`config.mk`:
```
export PLATFORM = sky130hd
export DESIGN_NAME = pipeline_hazard_controller
export DESIGN_NICKNAME = d
export VERILOG_FILES = /design/src/rtl/pipeline_hazard_controller.sv
export SDC_FILE = /design/constraint.sdc
export NUM_CORES = 1
export LEC_CHECK = 0
export CAP_MARGIN = 10
export CORE_UTILIZATION = 60
export DETAILED_ROUTE_END_ITERATION = 16
export DONT_BUFFER_PORTS = 1
export HOLD_SLACK_MARGIN = 0.08
export PLACE_DENSITY_LB_ADDON = 0.12
export SLEW_MARGIN = 20
export SYNTH_ARGS = -nofsm -noshare
export SYNTH_HDL_FRONTEND = slang
export SYNTH_SLANG_ARGS = --single-unit
```
`constraint.sdc`:
```
create_clock -name clk -period 2.3 [get_ports clk]
set_clock_uncertainty 0.1 [all_clocks]
set_input_delay 0.345 -clock clk [delete_from_list [all_inputs] [get_ports clk]]
set_output_delay 0.345 -clock clk [all_outputs]
set_load 0.05 [all_outputs]
```
`src/rtl/pipeline_hazard_controller.sv`:
```
// Hazard sequencer for the five-stage pipeline: load-use, branch and
// data-memory wait handling plus saturating stall/flush counters.
module pipeline_hazard_controller #(
  parameter int reg_addr_bits = 5,
  parameter int count_bits    = 16,
  parameter int mem_timeout   = 64
) (
  input  logic                     clk,
  input  logic                     rst_n,
  input  logic [reg_addr_bits-1:0] id_rs1,
  input  logic [reg_addr_bits-1:0] id_rs2,
  input  logic                     id_uses_rs2,
  input  logic [reg_addr_bits-1:0] ex_rd,
  input  logic                     ex_mem_read,
  input  logic                     ex_branch_taken,
  input  logic                     mem_req,
  input  logic                     mem_ack,
  output logic                     pc_write,
  output logic                     if_id_write,
  output logic                     if_id_flush,
  output logic                     id_ex_write,
  output logic                     id_ex_flush,
  output logic                     ex_mem_write,
  output logic                     mem_wb_write,
  output logic                     mem_wb_bubble,
  output logic                     mem_error,
  output logic [count_bits-1:0]    stall_cycles,
  output logic [count_bits-1:0]    flush_count
);

  localparam logic [1:0] RUN      = 2'd0;
  localparam logic [1:0] MEM_WAIT = 2'd1;
  localparam logic [1:0] HALT     = 2'd2;

  localparam logic [count_bits-1:0] TMO =
    count_bits'(mem_timeout);

  logic [1:0]            state_q, state_d;
  logic [count_bits-1:0] wait_q, wait_d;
  logic                  err_q, err_d;
  logic [count_bits-1:0] stall_q, stall_d;
  logic [count_bits-1:0] flush_q, flush_d;

  logic load_use;
  logic freeze, halt, rules;
  logic br_fire, lu_fire;

  assign load_use = ex_mem_read && (ex_rd != '0) &&
    ((ex_rd == id_rs1) || (id_uses_rs2 && (ex_rd == id_rs2)));

  always_comb begin
    state_d = state_q;
    wait_d  = wait_q;
    err_d   = err_q;
    freeze  = 1'b0;
    halt    = 1'b0;
    rules   = 1'b0;
    case (state_q)
      RUN: begin
        if (mem_req && !mem_ack) begin
          freeze  = 1'b1;
          state_d = MEM_WAIT;
          wait_d  = count_bits'(1);
        end else begin
          rules = 1'b1;
        end
      end
      MEM_WAIT: begin
        if (!mem_ack) begin
          freeze = 1'b1;
          wait_d = wait_q + count_bits'(1);
          if (wait_d >= TMO) begin
            state_d = HALT;
            err_d   = 1'b1;
          end
        end else begin
          rules   = 1'b1;
          state_d = RUN;
          wait_d  = '0;
        end
      end
      HALT: begin
        halt  = 1'b1;
        err_d = 1'b1;
      end
      default: state_d = RUN;
    endcase
  end

  // Branch outranks load-use: the dependent instruction is squashed anyway.
  assign br_fire = rules && ex_branch_taken;
  assign lu_fire = rules && !ex_branch_taken && load_use;

  always_comb begin
    pc_write      = 1'b1;
    if_id_write   = 1'b1;
    if_id_flush   = 1'b0;
    id_ex_write   = 1'b1;
    id_ex_flush   = 1'b0;
    ex_mem_write  = 1'b1;
    mem_wb_write  = 1'b1;
    mem_wb_bubble = 1'b0;
    unique case (1'b1)
      freeze: begin
        pc_write      = 1'b0;
        if_id_write   = 1'b0;
        id_ex_write   = 1'b0;
        ex_mem_write  = 1'b0;
        mem_wb_bubble = 1'b1;
      end
      halt: begin
        pc_write      = 1'b0;
        if_id_write   = 1'b0;
        id_ex_write   = 1'b0;
        ex_mem_write  = 1'b0;
        mem_wb_write  = 1'b0;
        mem_wb_bubble = 1'b1;
      end
      br_fire: begin
        if_id_flush = 1'b1;
        id_ex_flush = 1'b1;
      end
      lu_fire: begin
        pc_write    = 1'b0;
        if_id_write = 1'b0;
        id_ex_flush = 1'b1;
      end
      default: ;
    endcase
    if (!rst_n) begin
      pc_write      = 1'b0;
      if_id_write   = 1'b0;
      if_id_flush   = 1'b1;
      id_ex_write   = 1'b0;
      id_ex_flush   = 1'b1;
      ex_mem_write  = 1'b0;
      mem_wb_write  = 1'b0;
      mem_wb_bubble = 1'b1;
    end
  end

  always_comb begin
    stall_d = stall_q;
    flush_d = flush_q;
    if (!pc_write && !halt && (stall_q != '1))
      stall_d = stall_q + count_bits'(1);
    if (br_fire && (flush_q != '1))
      flush_d = flush_q + count_bits'(1);
  end

  always_ff @(posedge clk or negedge rst_n) begin
    if (!rst_n) begin
      state_q <= RUN;
      wait_q  <= '0;
      err_q   <= 1'b0;
      stall_q <= '0;
      flush_q <= '0;
    end else begin
      state_q <= state_d;
      wait_q  <= wait_d;
      err_q   <= err_d;
      stall_q <= stall_d;
      flush_q <= flush_d;
    end
  end

  assign mem_error    = err_q;
  assign stall_cycles = stall_q;
  assign flush_count  = flush_q;

endmodule

```
==> reports/results.ini <==
[run_status]
outcome = complete, no violations

[cells_and_area]
layout.filler_cells = 292
final_layout_size_suffix_gt1_share_pct = 24.3
nets = 366
diodes = 0
instances_no_fill = 394
area_delta_synth_final_pct = 24.1

[routing]
wl_met3_um = 464
vias_per_cell = 6.01
drcViolationCount = 0
drtIter0Drc = 191
top_layer = met4
drt_first_pass_iters = 4
vias = 2367
wl_per_cell_um = 16.6
wirelength_mm = 6.53
route.met2.wl_mm = 3.11
met1_length_mm = 2.87
final_antenna_net_count = 0

[logic_synthesis]
synthArstFlopShare_pct = 100
syn_avg_cell_area_um2 = 9.62
synthTopCellsByCount = dfrtp_1, nand2_1, xnor2_1
ys_warn_count = 0
synth_fp_nets = 315
yosysTopAreaCell = dfrtp_1
synth-main-ff-cell = dfrtp_1
ys_ff_latch = 51
yosysTopAreaCellShare_pct = 45.7
yosysMostFrequentCell = dfrtp_1
synthesis.area_mm2 = 0.00279
netlist_instances = 290
synthDistinctLibCells = 45
synth_edf_count = 0
ys_top_cells_by_area = dfrtp_1, xnor2_1, xor2_1
ys_seq_area_share_pct = 45.7

[clock_network]
clk_latency_ps = 300
root_buffer = clkbuf_8
cts_buffers = 5
cts_setup_buffers = 0
h-tree-depth = 2
tritoncts = done
cts_sinks = 51
cts.path.max_buffers = 2
cts.clk_slew.worst_paths_ps = 100

[timing]
drv_slew = 0
rsz0062_at_grt = yes
min_period_ps = 2240
fmax_mhz = 446
worst_pin_slew_ps = 564
finalCritPeriodShare_pct = 97.5
max_slew_margin_pct = 62.3
fin_tns_setup_ps = 0
setup_viol = 0
finalHoldViolations = 0

[global_routing]
grt.overflow.total = 0
grt_max_degree = 52
grt_pass1_wl_mm = 10.6
antenna_found_initial = 0
grt_pass1_vias = 2334
grt_usage_pct = 27.3

[critical_path]
path_cells = nand4_1 > nor3_1 > and2_1 > a41oi_1 > nor3_2 > o21ai_1 > or2_1
path_max_fanout = 6
start_kind = register
crit_slowest_cell = dfrtp_1
worstPathArrival_ps = 2330
endpoint_kind = register
criticalPathCategory = reg -> reg
critPathMaxStageDelay_ps = 440
worstPathRequired_ps = 2390
r2r_cells = 7

[placement]
dp_hpwl_mm = 4.64
dp.cells = 383
portBuffers = 0
place_congestion = 0.913

[floorplan]
dieArea_mm2 = 0.00493
ios = 63
chipWidth_um = 70.2
initial_core_util_pct = 63.2
die_height_um = 70.2
core_mm2 = 0.00441
fp-row-count = 24

[pwr]
power_density_mw_per_mm2 = 919
p_switching_w = 0.00136
internal_power_w = 0.00183
power.share.combinational_pct = 43.4
ir_worst_vdd_uv = 885
switching_share_pct = 42.6
power_frac_seq_pct = 36.0
leakagePower_nw = 1.52
clockPowerShare_pct = 20.6

[job]
drv_cap = 0

[worst_hold_path]
holdPathStages = 2
min_path_type = in -> reg

power by group through the flow:
stage | combinational, W | clock [W] | sequential, W
2_1_floorplan | 0.000375 | 0 | 0.00174
3_3_place_gp | 0.00131 | 0 | 0.00115
3_5_place_dp | 0.00134 | 0 | 0.00116
4_1_cts | 0.00138 | 0.000667 | 0.00114
5_1_grt | 0.00146 | 0.000700 | 0.00117
6_report | 0.00138 | 0.000656 | 0.00115
final timing paths:
kind | startpoint | to | slack, ps
setup / recovery | wait_q[3] | mem_error | 60
hold / removal | ex_branch_taken | flush_count[14] | 120
setup reg to reg | wait_q[3] | mem_error | 60
hold reg to reg | wait_q[15] | wait_q[15] | 430
max in group asynchronous | rst_n | stall_cycles[7] | 1410
min in group asynchronous | rst_n | wait_q[10] | 460
area by class of cell:
class / instances / area [µm²] / area share (%)
tap: 52 / 65.1 / 1.88
multi-input combinational: 222 / 1490 / 43.1
sequential: 51 / 1280 / 36.9
timing repair buffer: 57 / 494 / 14.3
inverter: 4 / 15.0 / 0.434
clock buffer: 6 / 82.6 / 2.38
clock inverter: 2 / 35.0 / 1.01
registers in the layout, summed over array words and instances, names as in the netlist:
signal	count
stall_cycles	16
wait_q	16
mem_error	1
state_q	2
flush_count	16
placed cells by master, fill, tap and decap left out, types with 4 or more instances in the layout:
| cell | count |
|---|---|
| o31ai_1 | 5 |
| o21ai_1 | 8 |
| clkbuf_8 | 6 |
| buf_4 | 50 |
| inv_1 | 4 |
| nand3_1 | 19 |
| nor3_1 | 6 |
| o21ai_0 | 11 |
| and3_1 | 6 |
| dfrtp_1 | 49 |
| a21oi_1 | 6 |
| xor2_1 | 13 |
| nand4_1 | 14 |
| and4_1 | 4 |
| nand2_1 | 29 |
| xnor2_1 | 29 |
| nor2_1 | 24 |
kinds of logic (layout without fill, tap and decap cells):
| family | count (synthesis) | after routing | synth area share, % |
|---|---|---|---|
| buf+inv | 17 | 69 | 2.96 |
| xor+xnor | 42 | 42 | 13.2 |
| compound gates | 45 | 45 | 10.4 |
| flops | 51 | 51 | 45.7 |
| simple gates | 128 | 128 | 24.8 |
| fa+ha+maj | 3 | 3 | 1.35 |
| mux | 4 | 4 | 1.57 |
worst max-delay path: cells and delay by family (launching register included):
kind	cells	cell delay [ps]
DFF	1	440
and+or+nand+nor	5	1320
AOI/OAI and AO/OA	2	280
stage by stage:
| step | hold slack (ps) | setup WS, ps | total power, W | util [%] | instance area [µm²] |
|---|---|---|---|---|---|
| finish | 116 | 58.4 | 0.00318 | 78.5 | 3460 |
| global route | 138 | -48.9 | 0.00333 | 78.5 | 3460 |
| CTS | 108 | 1.37 | 0.00319 | 77.4 | 3420 |
| detailed placement | -49.3 | 9.38 | 0.00250 | 73.5 | 3240 |
| global placement | -49.7 | 80.6 | 0.00246 | 73.5 | 3240 |
| floorplan | -50.6 | -65.5 | 0.00212 | - | 2800 |
what timing repair did:
action                                  CTS  global route
endpoints found under the setup margin    1            11
hold endpoints to repair                 52             0
pin swaps                                 0             3
gates resized for setup                   1             9
hold buffers                              3             0
metal layers:
metal,global-route usage (%),vias up
met2,45.6,101
met1,34.6,1130
met5,0,-
met3,8.23,11
li1,-,1125
met4,6.89,0
(Power assumes the default switching activity.)
